[config.mk]
export PLATFORM = sky130hd
export DESIGN_NAME = radar_tx_arbiter
export DESIGN_NICKNAME = d
export VERILOG_FILES = /design/src/rtl/radar_tx_arbiter.sv
export SDC_FILE = /design/constraint.sdc
export NUM_CORES = 1
export LEC_CHECK = 0
export ABC_AREA = 1
export CORE_MARGIN = 4
export CORE_UTILIZATION = 40
export DETAILED_ROUTE_END_ITERATION = 6
export DONT_BUFFER_PORTS = 1
export SLEW_MARGIN = 10
export SYNTH_ARGS = -nofsm -noshare
export SYNTH_HDL_FRONTEND = slang
export SYNTH_SLANG_ARGS = --single-unit
[constraint.sdc]
create_clock -name CLK -period 3.3 [get_ports CLK]
set_input_delay 0.66 -clock CLK [delete_from_list [all_inputs] [get_ports CLK]]
set_output_delay 0.66 -clock CLK [all_outputs]
set_load 0.01 [all_outputs]
[src/rtl/radar_tx_arbiter.sv]
// Round-robin arbiter sharing one radar emitter/receiver between NREQ channels.
// Optional macro RADAR_ARB_PRIO0_EN gives channel 0 fixed top priority.
module radar_tx_arbiter #(
  parameter int unsigned NREQ          = 4,
  parameter int unsigned PULSE_CYCLES  = 300,
  parameter int unsigned LISTEN_CYCLES = 2000,
  parameter int unsigned GUARD_CYCLES  = 10
) (
  input  logic            CLK,
  input  logic            RST,
  input  logic [NREQ-1:0] req,
  input  logic            radar_echo,
  output logic [NREQ-1:0] gnt,
  output logic            radar_pulse_trigger,
  output logic [31:0]     echo_cycles,
  output logic            echo_hit,
  output logic            done,
  output logic [2:0]      done_id,
  output logic [1:0]      arb_state
);

  localparam int unsigned CNT_W = 32;
  localparam int unsigned IDX_W = 3;
  localparam int unsigned SUM_W = IDX_W + 1;

  localparam logic [CNT_W-1:0] PULSE_LAST  = CNT_W'(PULSE_CYCLES - 1);
  localparam logic [CNT_W-1:0] LISTEN_LAST = CNT_W'(LISTEN_CYCLES - 1);
  localparam logic [CNT_W-1:0] GUARD_LAST  = CNT_W'(GUARD_CYCLES - 1);
  localparam logic [SUM_W-1:0] NREQ_S      = SUM_W'(NREQ);

  typedef enum logic [1:0] {
    IDLE   = 2'b00,
    EMIT   = 2'b01,
    LISTEN = 2'b10,
    GUARD  = 2'b11
  } state_t;

  state_t            state, state_nxt;
  logic [CNT_W-1:0]  cnt, cnt_nxt;
  logic [IDX_W-1:0]  ptr, ptr_nxt;
  logic [IDX_W-1:0]  gnt_idx, gnt_idx_nxt;
  logic [NREQ-1:0]   gnt_nxt;
  logic              trig_nxt;
  logic [CNT_W-1:0]  echo_cycles_nxt;
  logic              echo_hit_nxt;
  logic              done_nxt;
  logic [IDX_W-1:0]  done_id_nxt;

  logic [2*NREQ-1:0] req_dbl;
  logic [NREQ-1:0]   req_rot;
  logic [IDX_W-1:0]  rr_off;
  logic [SUM_W-1:0]  win_sum;
  logic [IDX_W-1:0]  win_idx;
  logic [SUM_W-1:0]  ptr_inc;
  logic              win_adv;

  // Rotate requests so ptr sits at bit 0; lowest set bit is the round-robin winner.
  always_comb begin
    req_dbl = {req, req};
    req_rot = NREQ'(req_dbl >> ptr);
    rr_off  = '0;
    for (int i = int'(NREQ) - 1; i >= 0; i--) begin
      if (req_rot[i]) rr_off = IDX_W'(i);
    end
    win_sum = {1'b0, ptr} + SUM_W'(rr_off);
    if (win_sum >= NREQ_S) win_sum = win_sum - NREQ_S;
    win_idx = win_sum[IDX_W-1:0];
    win_adv = 1'b1;
`ifdef RADAR_ARB_PRIO0_EN
    if (req[0]) begin
      win_idx = '0;
      win_adv = 1'b0;
    end
`else
`endif
    ptr_inc = {1'b0, win_idx} + SUM_W'(1);
    if (ptr_inc >= NREQ_S) ptr_inc = '0;
  end

  // State and registered outputs
  always_ff @(posedge CLK) begin
    if (RST) begin
      state               <= IDLE;
      cnt                 <= '0;
      ptr                 <= '0;
      gnt_idx             <= '0;
      gnt                 <= '0;
      radar_pulse_trigger <= 1'b0;
      echo_cycles         <= '0;
      echo_hit            <= 1'b0;
      done                <= 1'b0;
      done_id             <= '0;
    end else begin
      state               <= state_nxt;
      cnt                 <= cnt_nxt;
      ptr                 <= ptr_nxt;
      gnt_idx             <= gnt_idx_nxt;
      gnt                 <= gnt_nxt;
      radar_pulse_trigger <= trig_nxt;
      echo_cycles         <= echo_cycles_nxt;
      echo_hit            <= echo_hit_nxt;
      done                <= done_nxt;
      done_id             <= done_id_nxt;
    end
  end

  assign arb_state = state;

  // Next-state
  always_comb begin
    state_nxt = state;
    case (state)
      IDLE:    if (|req) state_nxt = EMIT;
      EMIT:    if (cnt == PULSE_LAST) state_nxt = LISTEN;
      LISTEN:  if (radar_echo || (cnt == LISTEN_LAST)) state_nxt = GUARD;
      GUARD:   if (cnt == GUARD_LAST) state_nxt = IDLE;
      default: state_nxt = IDLE;
    endcase
  end

  // Next values of the counter, pointer and registered outputs
  always_comb begin
    cnt_nxt         = cnt + CNT_W'(1);
    ptr_nxt         = ptr;
    gnt_idx_nxt     = gnt_idx;
    gnt_nxt         = gnt;
    trig_nxt        = radar_pulse_trigger;
    echo_cycles_nxt = echo_cycles;
    echo_hit_nxt    = echo_hit;
    done_nxt        = 1'b0;
    done_id_nxt     = done_id;
    case (state)
      IDLE: begin
        cnt_nxt = '0;
        if (|req) begin
          gnt_nxt     = NREQ'(1) << win_idx;
          trig_nxt    = 1'b1;
          gnt_idx_nxt = win_idx;
          if (win_adv) ptr_nxt = ptr_inc[IDX_W-1:0];
        end
      end
      EMIT: begin
        if (cnt == PULSE_LAST) begin
          trig_nxt = 1'b0;
          cnt_nxt  = '0;
        end
      end
      LISTEN: begin
        // An echo on the final listen cycle takes precedence over timeout.
        if (radar_echo) begin
          echo_cycles_nxt = cnt;
          echo_hit_nxt    = 1'b1;
          done_nxt        = 1'b1;
          done_id_nxt     = gnt_idx;
          cnt_nxt         = '0;
        end else if (cnt == LISTEN_LAST) begin
          echo_cycles_nxt = '0;
          echo_hit_nxt    = 1'b0;
          done_nxt        = 1'b1;
          done_id_nxt     = gnt_idx;
          cnt_nxt         = '0;
        end
      end
      GUARD: begin
        if (cnt == GUARD_LAST) begin
          gnt_nxt = '0;
          cnt_nxt = '0;
        end
      end
      default: cnt_nxt = '0;
    endcase
  end

endmodule

==> flow_summary.ini, run 1 <==
[floorplanning]
start_util_pct = 41.3
die_h_um = 108
pin_count = 51
rows = 36
die_area_um2 = 11800
fp.coreArea_um2 = 9770
die_x_um = 108

[worst_setup_path]
reg2reg_depth = 14
cp.arrival_ns = 3.25
worstPathMaxFanout = 7
critical_path_required_ns = 3.58
crit_path_start_kind = flop
worstSetupPathType = flop to flop
end_kind = flop

[logic_synthesis]
synth_fa_ha_area_share_pct = 4.53
synthFlopType = dfxtp_1
synthSimpleGateAreaFrac_pct = 34.8
synth_top_family_by_area = simple AND/OR/NAND/NOR gates
synth_mux_area_share_pct = 0
synth_edf_count = 0
synthCells = 583
yosys.area.top_type = dfxtp_1
ys_async_sr_fraction_pct = 0
synth_area_um2 = 4030
synth_fp_nets = 604
yosysWarnings = 0
avgSynthCellArea_um2 = 6.92
yosysSeqAreaShare_pct = 40.7
synth_top_area_share_pct = 40.7
synth_cell_types = 36
ys_seq_elements = 82
synth_compound_area_share_pct = 9.15
synthTopCellsByArea = dfxtp_1 (41%), nand2_1 (15%), nor2_1 (8.3%)
synthXorXnorAreaFrac_pct = 2.82

[min_path]
hp-class = input pin to flop
min_path_cells = 1

[place]
dpl.cell_count = 699
io_buffers = 0
place_congestion = 0.854
dpl.hpwl_mm = 6.84
placed_cell_area_um2 = 4120

[sta]
skew_ns = 0.00948
tightest_slew_ns = 0.918
fin_crit_ns = 2.97
final_hold_viol_count = 0
setup_violations = 0
fmax_mhz = 337
slew_violations = 0
max_slew_margin_pct = 38.7
rsz0062_at_grt = no
setup_tns_ns = 0
finalCritPeriodShare_pct = 89.9

[drt]
viasPerCell = 4.93
drtAntennaViolNets = 0
drt-total-wl_mm = 9.48
drc_errors = 0
first_pass_iters = 4
via_count = 3524
drt_iter0_markers = 230
wire_per_inst_um = 13.3

[global_routing]
gr-total-overflow = 0
grt_pass1_vias = 3388
grt_max_degree = 45
gr-usage-all-layers_pct = 16.8
grt_pass1_wl_mm = 15.9
antenna_found_initial = 0

[cells_and_area]
area.growth.synth_to_final_pct = 7.60
drive_above_1_share_pct = 6.01
utilization_pct = 44.4
n_antenna_cell = 0
nets = 598
finalNonFillerCells = 715
fillers = 1056
design_area_um2 = 4340

[clock_network]
cts_max_level = 3
clock_latency_ns = 0.36
post_cts_buffers = 0
clkTransAtPathRegs_ns = 0.09
cts-root-buf = clkbuf_8
cts_buffers = 9
cts_tree = built
cts_num_sinks = 82
clockBufferDepth = 2

[power]
power.density_nw_per_um2 = 643
power_leakage_nw = 1.71
ir_worst_vdd_uv = 263
p_total_w = 0.00279

[outcome]
status = complete, no violations

[flow_run]
cap_viol_max_count = 0
sequential cells by signal, summed over array words and instances, names as in the netlist:
| signal | count |
|---|---|
| arb_state | 2 |
| cnt | 32 |
| done | 1 |
| done_id | 3 |
| echo_cycles | 32 |
| echo_hit | 1 |
| gnt | 4 |
| gnt_idx | 3 |
| ptr | 3 |
| radar_pulse_trigger | 1 |
layout by cell type (no fill, tap or decap), types with 3 or more instances in the layout:
cell type / count
nand2_1: 157
nor2_2: 3
or2_2: 3
nand2_2: 3
inv_1: 57
ha_1: 13
a21oi_1: 49
dfxtp_1: 81
o21ai_0: 13
nor2_1: 89
o31ai_1: 3
clkbuf_8: 10
nand4_1: 19
xor2_1: 12
nand3_1: 28
o21ai_1: 3
nor3_1: 12
final cells by class:
type / instances / area (um2) / area share [%]
Clock buffer: 11 / 141 / 3.26
Inverter: 60 / 225 / 5.19
Tap cell: 133 / 166 / 3.84
Sequential cell: 82 / 1640 / 37.9
Clock inverter: 5 / 77.6 / 1.79
Multi-Input combinational cell: 422 / 2070 / 47.7
Timing Repair Buffer: 2 / 15.0 / 0.346
cells in the mapped netlist, drive strengths merged (3+ instances only):
cell / instances
nand4: 20
clkbuf: 11
o31ai: 3
a21oi: 49
buf: 8
ha: 13
xor2: 12
nor2: 93
nand2: 161
o21ai: 16
dfxtp: 82
or2: 3
nor3: 13
nand3: 30
inv: 59
path summary, 6_finish.rpt:
path | end | slack (ns) | start
worst min register to register | done_id[1] | 0.49 | gnt_idx[1]
worst max register to register | ptr[1] | 0.33 | ptr[1]
worst max-delay path | ptr[1] | 0.33 | ptr[1]
worst min-delay path | gnt[3] | 0.36 | RST
where the power goes:
group | internal [W] | switching (W) | total [W] | leakage, nW
clock network | 0.000445 | 0.000365 | 0.000809 | 0.109
registers | 0.00107 | 0.0000926 | 0.00116 | 0.663
logic | 0.000282 | 0.000539 | 0.000821 | 0.937
total | 0.00179 | 0.000997 | 0.00279 | 1.71
per-stage QoR:
| stage | setup slack, ns | hold slack, ns |
|---|---|---|
| global placement | 0.259 | 0.463 |
| floorplan | 0.274 | 0.444 |
| finish | 0.332 | 0.363 |
| global route | 0.0623 | 0.344 |
| detailed placement | 0.0827 | 0.481 |
| CTS | 0.281 | 0.344 |
cell families (layout without fill, tap and decap cells):
| logic type | Yosys count | in the layout |
|---|---|---|
| flip-flops | 82 | 82 |
| buffers and inverters | 79 | 78 |
| AO/OA/AOI/OAI | 71 | 71 |
| AND/OR/NAND/NOR | 324 | 324 |
| XOR/XNOR | 13 | 13 |
| adder cells (fa/ha/maj) | 14 | 14 |
repair_timing:
item                       CTS  global route
hold buffers                 0             0
hold endpoints to repair     0             0
resized for setup            0             1
setup endpoints to repair    0             1
layer usage:
metal,global-route usage [%],routed length (um),vias up
met5,0,0,-
met4,5.50,130,0
met3,4.06,499,11
met2,27.3,4320,60
met1,21.9,4530,1604
li1,-,-,1849
worst max-delay path: stages (launching register included):
cell      delay (ns)
dfxtp_1         0.43
inv_1           0.15
o31ai_1         0.38
nand3_1         0.11
a21boi_0        0.19
ha_1            0.20
inv_1           0.05
fa_1            0.49
inv_1           0.07
ha_1            0.20
ha_1            0.27
o31ai_1         0.08
nor2_1          0.09
nand2_1         0.06
a21oi_1         0.13
Power figures use the tool's default switching activity.
==> run 2: changes to the inputs <==
--- a/config.mk
+++ b/config.mk
@@ -10,6 +10,7 @@
 export CORE_UTILIZATION = 40
 export DETAILED_ROUTE_END_ITERATION = 6
 export DONT_BUFFER_PORTS = 1
+export SKIP_CTS_REPAIR_TIMING = 1
 export SLEW_MARGIN = 10
 export SYNTH_ARGS = -nofsm -noshare
 export SYNTH_HDL_FRONTEND = slang
==> results of run 2 <==
Final layout, timing and power as in run 1 (identical DEF).
==> variant, RTL diff (settings of run 2) <==
Add a define of `RADAR_ARB_PRIO0_EN`.
--- a/src/rtl/radar_tx_arbiter.sv
+++ b/src/rtl/radar_tx_arbiter.sv
@@ -1,5 +1,7 @@
 // Round-robin arbiter sharing one radar emitter/receiver between NREQ channels.
 // Optional macro RADAR_ARB_PRIO0_EN gives channel 0 fixed top priority.
+`define RADAR_ARB_PRIO0_EN
+
 module radar_tx_arbiter #(
   parameter int unsigned NREQ          = 4,
   parameter int unsigned PULSE_CYCLES  = 300,
Formal check against the unedited RTL: same outputs for any inputs over 10 cycles, from zero or initial values and one cycle with RST high; that may be too few to reach the edited logic, so the function may still have changed.
==> variant against run 2 <==
  * Power shrank 9.1%
  * Synthesized area increased by 0.93%
  * Worst hold slack gained 0.0096 ns
  * Maximum frequency down 1.5%
  * Critical endpoint unchanged
  * Routed wire length is 11% lower
  * Cell area grew 0.35%
  * First-iteration DRC count fell by 39%
  * Setup slack lost 0.044 ns
  * Largest power group unchanged
  * Sequential cell count unchanged
  * Cell count decreased by 4.8%
==> variant: results (changes against run 2) <==
stage,metric,value,unit,change
outcome,outcome,finished clean,,
grt,met3 usage,5.15,%,+1.1 points
place,final HPWL from detailed placement,6250,um,-8.7%
grt,GRT Total Usage,15.8,%,-0.98 points
routing,WL/cell,12.4,um,-6.7%
routing,DR vias/cell,4.86,,-1.4%
place,RD Place Congestion,0.871,,+2.0%
timing,Slew @ Worst Pin,0.886,ns,-0.0322 ns
finish,Layout Nets,564,,-5.7%
grt,largest net degree at the start of global routing,46,,+2.2%
finish,Largest regs,"cnt x32, echo_cycles x32, gnt x4",,
synthesis,synthesized net count,571,,-5.5%
clocking,H-Tree Depth,3,,unchanged
min_path,Worst Hold Class,primary input to flop,,
grt,met1 usage,19.4,%,-2.5 points
synthesis,ranking of synthesized cells by area,"dfxtp_1 40%, nand2_1 12%, nor2_1 6.8%, a21oi_1 5.5%, xor2_1 4.9%",,
place,dpl ws,0.0877,ns,+0.00494 ns
timing,Clock Skew,0.00915,ns,-0.000329 ns
finish,share of layout cells above drive strength 1,10.9,%,+4.9 points
routing,DR pass1 iterations,5,,+1
synthesis,Syn Inst Count,550,,-5.7%
finish,Layout fillers,1068,,+1.1%
grt,vias in the first global route,3261,,-3.7%
routing,initial DRC count,141,,-39%
power_and_ir_drop,leak pwr,1.61,nW,-5.5%
grt,met2 Use GR,25.7,%,-1.6 points
synthesis,"Distinct cells, synth",34,,-5.6%
synthesis,Post-synth top cells,"132 x nand2_1, 82 x dfxtp_1, 74 x nor2_1",,
grt,first-pass GRT wire length,15000,um,-5.9%
place,DP Cell Count,665,,-4.9%
finish,final non-filler cell total,681,,-4.8%
power_and_ir_drop,"IR drop worst, VDD",380,uV,+44%
grt,initial antenna violation count,0,,unchanged
synthesis,sequential-to-total area share from yosys stat,40.3,%,-0.38 points
worst_setup_path,CP max-delay cell,dfxtp_1,,
worst_setup_path,Crit Path Max Fanout,10,,+3
-- variant: final timing paths --
path                                 endpoint  slack [ns]  depth (start not counted)                 from
hold reg to reg           ptr[2]$_SDFFE_PP0P_        0.48                          2  ptr[2]$_SDFFE_PP0P_
hold / removal    echo_cycles[0]$_SDFFE_PP0P_        0.37                          1                  RST
setup reg to reg          ptr[1]$_SDFFE_PP0P_        0.29                         14  ptr[0]$_SDFFE_PP0P_
setup / recovery          ptr[1]$_SDFFE_PP0P_        0.29                         14  ptr[0]$_SDFFE_PP0P_
-- variant: per-layer routing --
metal	up-vias	share of wire, %
met1	1511	46
li1	1731	-
met5	-	0
met3	14	5.1
met4	0	2.0
met2	53	46
-- variant: power breakdown --
| group | total, mW | switching, mW | internal, mW | leakage [nW] |
|---|---|---|---|---|
| Combinational | 0.556 | 0.373 | 0.183 | 0.833 |
| Clock | 0.839 | 0.352 | 0.487 | 0.119 |
| Sequential | 1.14 | 0.0818 | 1.06 | 0.663 |
-- variant: kinds of logic (layout without fill, tap and decap cells) --
group | count (synthesis) | after routing | share of synthesized area (%)
buf+inv | 70 | 68 | 7.75
compound gates | 63 | 63 | 7.96
fa+ha+maj | 14 | 14 | 4.49
simple gates | 293 | 293 | 33.4
xor+xnor | 28 | 28 | 6.03
flops | 82 | 82 | 40.3
-- variant: cell type report --
type                            count  area share [%]
Clock buffer                       12            3.79
Clock inverter                      4            1.67
Inverter                           52            4.48
Multi-Input combinational cell    398            48.5
Sequential cell                    82            37.7
Tap cell                          133            3.82
-- variant: metrics by stage --
stage	power, mW	cell area, um^2	util, %
floorplan	1.65	4070	-
global placement	1.70	4120	41.9
detailed placement	1.72	4120	41.9
CTS	2.58	4350	44.3
global route	2.74	4350	44.3
finish	2.53	4350	44.3
